File: src/rtl/decoder_2x4_hs.sv
// 2-to-4 one-hot decoder behind a valid/ready handshake with a 2-entry skid buffer.
// Invalid (V=0) codes are counted and either dropped or forwarded as all-zero words.
module decoder_2x4_hs #(
  parameter int CNT_W        = 8,
  parameter bit DROP_INVALID = 1'b1
) (
  input  logic             clk,
  input  logic             rst_n,
  input  logic             in_valid,
  output logic             in_ready,
  input  logic [1:0]       Y,
  input  logic             V,
  output logic             out_valid,
  input  logic             out_ready,
  output logic [3:0]       D,
  output logic             DV,
  input  logic             clr_cnt,
  output logic [CNT_W-1:0] inv_cnt
);

  typedef enum logic [1:0] {EMPTY, ONE, FULL} state_t;
  typedef struct packed {
    logic [3:0] d;
    logic       dv;
  } word_t;

  state_t          state, state_nxt;
  word_t [1:0]     mem;
  word_t           in_word;
  logic            wr_ptr, rd_ptr;
  logic            push, pop, push_buf;

  assign in_word.d  = V ? (4'b0001 << Y) : 4'b0000;
  assign in_word.dv = V;

  assign push     = in_valid & in_ready;
  assign pop      = out_valid & out_ready;
  // Dropped invalid codes still complete the handshake but never occupy an entry.
  assign push_buf = push & (V | !DROP_INVALID);

  always_comb begin
    state_nxt = state;
    case (state)
      EMPTY:   if (push_buf) state_nxt = ONE;
      ONE: begin
        if (push_buf && !pop)      state_nxt = FULL;
        else if (pop && !push_buf) state_nxt = EMPTY;
      end
      FULL:    if (pop) state_nxt = ONE;
      default: state_nxt = EMPTY;
    endcase
  end

  always_ff @(posedge clk) begin
    if (!rst_n) begin
      state     <= EMPTY;
      wr_ptr    <= 1'b0;
      rd_ptr    <= 1'b0;
      mem       <= '0;
      in_ready  <= 1'b1;
      out_valid <= 1'b0;
      inv_cnt   <= '0;
    end else begin
      state <= state_nxt;
      if (push_buf) begin
        mem[wr_ptr] <= in_word;
        wr_ptr      <= ~wr_ptr;
      end
      if (pop) rd_ptr <= ~rd_ptr;
      // Handshake flags are registered from next state so in_ready has no path from out_ready.
      in_ready  <= (state_nxt != FULL);
      out_valid <= (state_nxt != EMPTY);
      if (clr_cnt)                       inv_cnt <= '0;
      else if (push && !V && inv_cnt != '1) inv_cnt <= inv_cnt + 1'b1;
    end
  end

  assign D  = out_valid ? mem[rd_ptr].d  : 4'b0000;
  assign DV = out_valid ? mem[rd_ptr].dv : 1'b0;

endmodule

File: config.mk
export PLATFORM = sky130hd
export DESIGN_NAME = decoder_2x4_hs
export DESIGN_NICKNAME = d
export VERILOG_FILES = /design/src/rtl/decoder_2x4_hs.sv
export SDC_FILE = /design/constraint.sdc
export NUM_CORES = 1
export LEC_CHECK = 0
export CAP_MARGIN = 0
export CORE_ASPECT_RATIO = 1.5
export CORE_MARGIN = 3
export CORE_UTILIZATION = 50
export DETAILED_ROUTE_END_ITERATION = 8
export HOLD_SLACK_MARGIN = 0.05
export PLACE_DENSITY_LB_ADDON = 0.08
export SETUP_SLACK_MARGIN = 0.02
export SLEW_MARGIN = 20
export SYNTH_ARGS = -nofsm -noshare
export SYNTH_HDL_FRONTEND = slang
export SYNTH_SLANG_ARGS = --single-unit
File: constraint.sdc
create_clock -name clk -period 1.7 [get_ports clk]
set_clock_uncertainty 0.15 [all_clocks]
set_input_delay 0.425 -clock clk [delete_from_list [all_inputs] [get_ports clk]]
set_output_delay 0.425 -clock clk [all_outputs]
set_load 0.02 [all_outputs]
==> reports/qor.json, run 1 <==
{
  "hpwlAfterDp_um": 2190,
  "max-vdd-ir-drop_uv": 516,
  "tritoncts.num_buffers": 3,
  "synth-edff-count": 0,
  "cts_hold_repair.buffers": 0,
  "synth_largest_type_area_fraction_pct": 41.7,
  "outcome": "complete, but fails checks",
  "detailed_router_iteration_count_before_antenna_repair": 4,
  "insertedDiodeCount": 0,
  "yosys-top-cells-area": "sky130_fd_sc_hd__dfxtp_1, sky130_fd_sc_hd__a21boi_0, sky130_fd_sc_hd__nand2_1",
  "layout_worst_path_cycle_share_pct": 106,
  "vias_in_the_first_global_route": 1096,
  "layout.filler_cells": 155,
  "finalWirelength_um": 2940,
  "ys_seq_area_share_pct": 41.7,
  "num-nets-final": 184,
  "place.detailed.instances": 190,
  "synth.net_count": 138,
  "netlist_instances": 129,
  "grt_first_pass_wirelength_um": 4950,
  "critPathRequiredTime_ps": 1120,
  "cts-root-buf": "sky130_fd_sc_hd__clkbuf_4",
  "post_layout_minimum_cycle_time_ps": 1800,
  "cts_max_level": 1,
  "worst_setup_hold_path_clk_slew_ps": 140,
  "cellPowerDensity_nw_per_um2": 670,
  "cell_chain_of_the_critical_path": "buf_4 -> mux2i_1 -> nor2b_1 -> buf_2",
  "clock_sink_count": 24,
  "crit_type": "reg -> out",
  "tns_ps": -416,
  "area_growth_pct": 37.6,
  "grt_start_max_net_pins": 17,
  "multi_input_comb_area_um2": 658,
  "drt_iter0_markers": 24,
  "max_cap_violations": 0,
  "final_hold_viol_count": 0,
  "synth.most_common_cell": "sky130_fd_sc_hd__dfxtp_1",
  "min_path_type": "reg -> reg",
  "syn-cell-area_um2": 1150,
  "post_route_cells_drive_above_1_share_pct": 26.4,
  "setup_viol": 5,
  "die_area_um2": 2930,
  "syn-mean-instance-area_um2": 8.92,
  "crit_path_end_kind": "primary output",
  "cts_tree": "built",
  "async_flop_share_pct": 0,
  "drt_drc_violations_left": 0,
  "synthesis.yosys.warnings": 0,
  "post_route_non_filler_standard_cell_count": 196,
  "tightestPinTransition_ps": 365,
  "yosys_register_bits": 24,
  "coreArea_um2": 2100,
  "fp.dieW_um": 45.2,
  "io_pins": 23,
  "rsz0062_at_grt": "yes",
  "grt_remaining_overflow": 0,
  "synth.largest_area_cell": "sky130_fd_sc_hd__dfxtp_1",
  "route.detailed.vias_per_inst": 5.70,
  "fmaxAchievable_mhz": 554,
  "timing.slew.headroom_pct": 75.6,
  "grt_antenna_before_repair": 0,
  "drv_slew": 0,
  "slowest_delay_ps": 360,
  "vias": 1117,
  "crit_path_start_kind": "flop",
  "leading_register_cell_type_out_of_synthesis": "sky130_fd_sc_hd__dfxtp_1",
  "die-height_um": 64.8,
  "cpMaxStageDelayCell": "sky130_fd_sc_hd__dfxtp_2",
  "static-leakage-power_uw": 0.000665,
  "place_congestion": 0.885,
  "ys_top_cells_by_count": "sky130_fd_sc_hd__dfxtp_1, sky130_fd_sc_hd__nand2_1, sky130_fd_sc_hd__a21boi_0, sky130_fd_sc_hd__nor2b_1, sky130_fd_sc_hd__nor2_1",
  "netlist-cell-type-count": 36,
  "cts.path.max_buffers": 2,
  "final.setup.worst_slack_ps": -104,
  "post_drt_wl_per_cell_um": 15.0,
  "failed_checks": "setup timing",
  "global_route.usage.total_pct": 22.8,
  "initial_utilization_pct": 54.8,
  "clk-insertion-delay-late_ps": 330,
  "row_count": 20,
  "port_buffers": 22,
  "cp.arrival_ps": 1230,
  "seq_area_um2": 487,
  "antenna_violating_nets_post_route": 0,
  "critical_path_peak_fanout": 3
}
flip-flops by register name, indices dropped and copies added (netlist names):
signal     flops
state          2
wr_ptr         1
mem           10
in_ready       1
inv_cnt        8
rd_ptr         1
out_valid      1
power by group:
group          internal (uW)  switching (uW)  leakage (uW)
clock network            131             188     0.0000210
registers                577            14.5      0.000196
logic                   78.9            71.0      0.000448
through the flow:
| stage | instance area [um^2] | util (%) | total power [uW] | hold WS (ps) | setup slack (ps) |
|---|---|---|---|---|---|
| after floorplan | 1150 | - | 669 | 290 | 83.2 |
| after global routing | 1580 | 75.4 | 1110 | 373 | -171 |
| after detailed placement | 1530 | 72.9 | 745 | 313 | -342 |
| final | 1580 | 75.4 | 1060 | 333 | -104 |
| after CTS | 1560 | 74.4 | 1060 | 333 | -150 |
| after global placement | 1530 | 72.9 | 741 | 298 | -242 |
worst max-delay path, delay by kind of cell (launching register included):
| kind | cells | cell delay (ps) |
|---|---|---|
| flip-flops | 1 | 360 |
| buffers and inverters | 2 | 290 |
| multiplexers | 1 | 190 |
| AND/OR/NAND/NOR | 1 | 60 |
worst paths after layout:
path	from	to	slack (ps)	cells past startpoint
setup / recovery	rd_ptr	D[3]	-100	4
hold / removal	mem[6]	mem[6]	330	2
setup reg to reg	inv_cnt[0]	inv_cnt[0]	130	5
hold reg to reg	mem[6]	mem[6]	330	2
logic make-up (layout without fill, tap and decap cells):
logic type	count (synthesis)	after routing	share of synthesized area, %
simple gates	60	60	27.7
compound gates	29	29	19.8
flops	24	24	41.7
buf+inv	7	52	3.04
mux	5	5	4.35
xor+xnor	3	3	2.28
fa+ha+maj	1	1	1.09
cell type report:
cell class              instances  area share [%]
clock buffers                   4            2.29
inverters                       3           0.711
multi-input cells              98            41.5
flip-flops and latches         24            30.7
well taps                      22            1.74
repair buffers                 45            23.0
routing by layer:
metal,part of all wire (%),global-route usage [%],wire (um),vias to the layer above
met5,0,0,0,-
met3,3.9,3.89,115,7
met4,1.5,7.33,44,0
met2,56,41.0,1650,33
li1,-,-,-,552
met1,38,25.8,1130,525
cells in the final DEF, fill, tap and decap left out, types with 5 or more instances in the layout:
cell type                         instances
sky130_fd_sc_hd__a21boi_0                 9
sky130_fd_sc_hd__buf_4                   25
sky130_fd_sc_hd__clkdlybuf4s50_1          5
sky130_fd_sc_hd__dfxtp_1                 21
sky130_fd_sc_hd__dlygate4sd2_1            5
sky130_fd_sc_hd__mux2i_1                  5
sky130_fd_sc_hd__nand2_1                 18
sky130_fd_sc_hd__nand4_1                  5
sky130_fd_sc_hd__nor2_1                   6
sky130_fd_sc_hd__nor2b_1                  9
repair_timing:
item | 4_1_cts | 5_1_grt
buffers inserted | 2 | 1
pin swaps | 0 | 2
gates resized for setup | 38 | 20
endpoints found under the setup margin | 16 | 19
(Power assumes the default switching activity.)
==> inputs of run 2 (changes only) <==
Settings changed: GPL_ROUTABILITY_DRIVEN from default to 0.
==> results of run 2 <==
No change in the layout: final DEF, timing and power equal those of run 1.
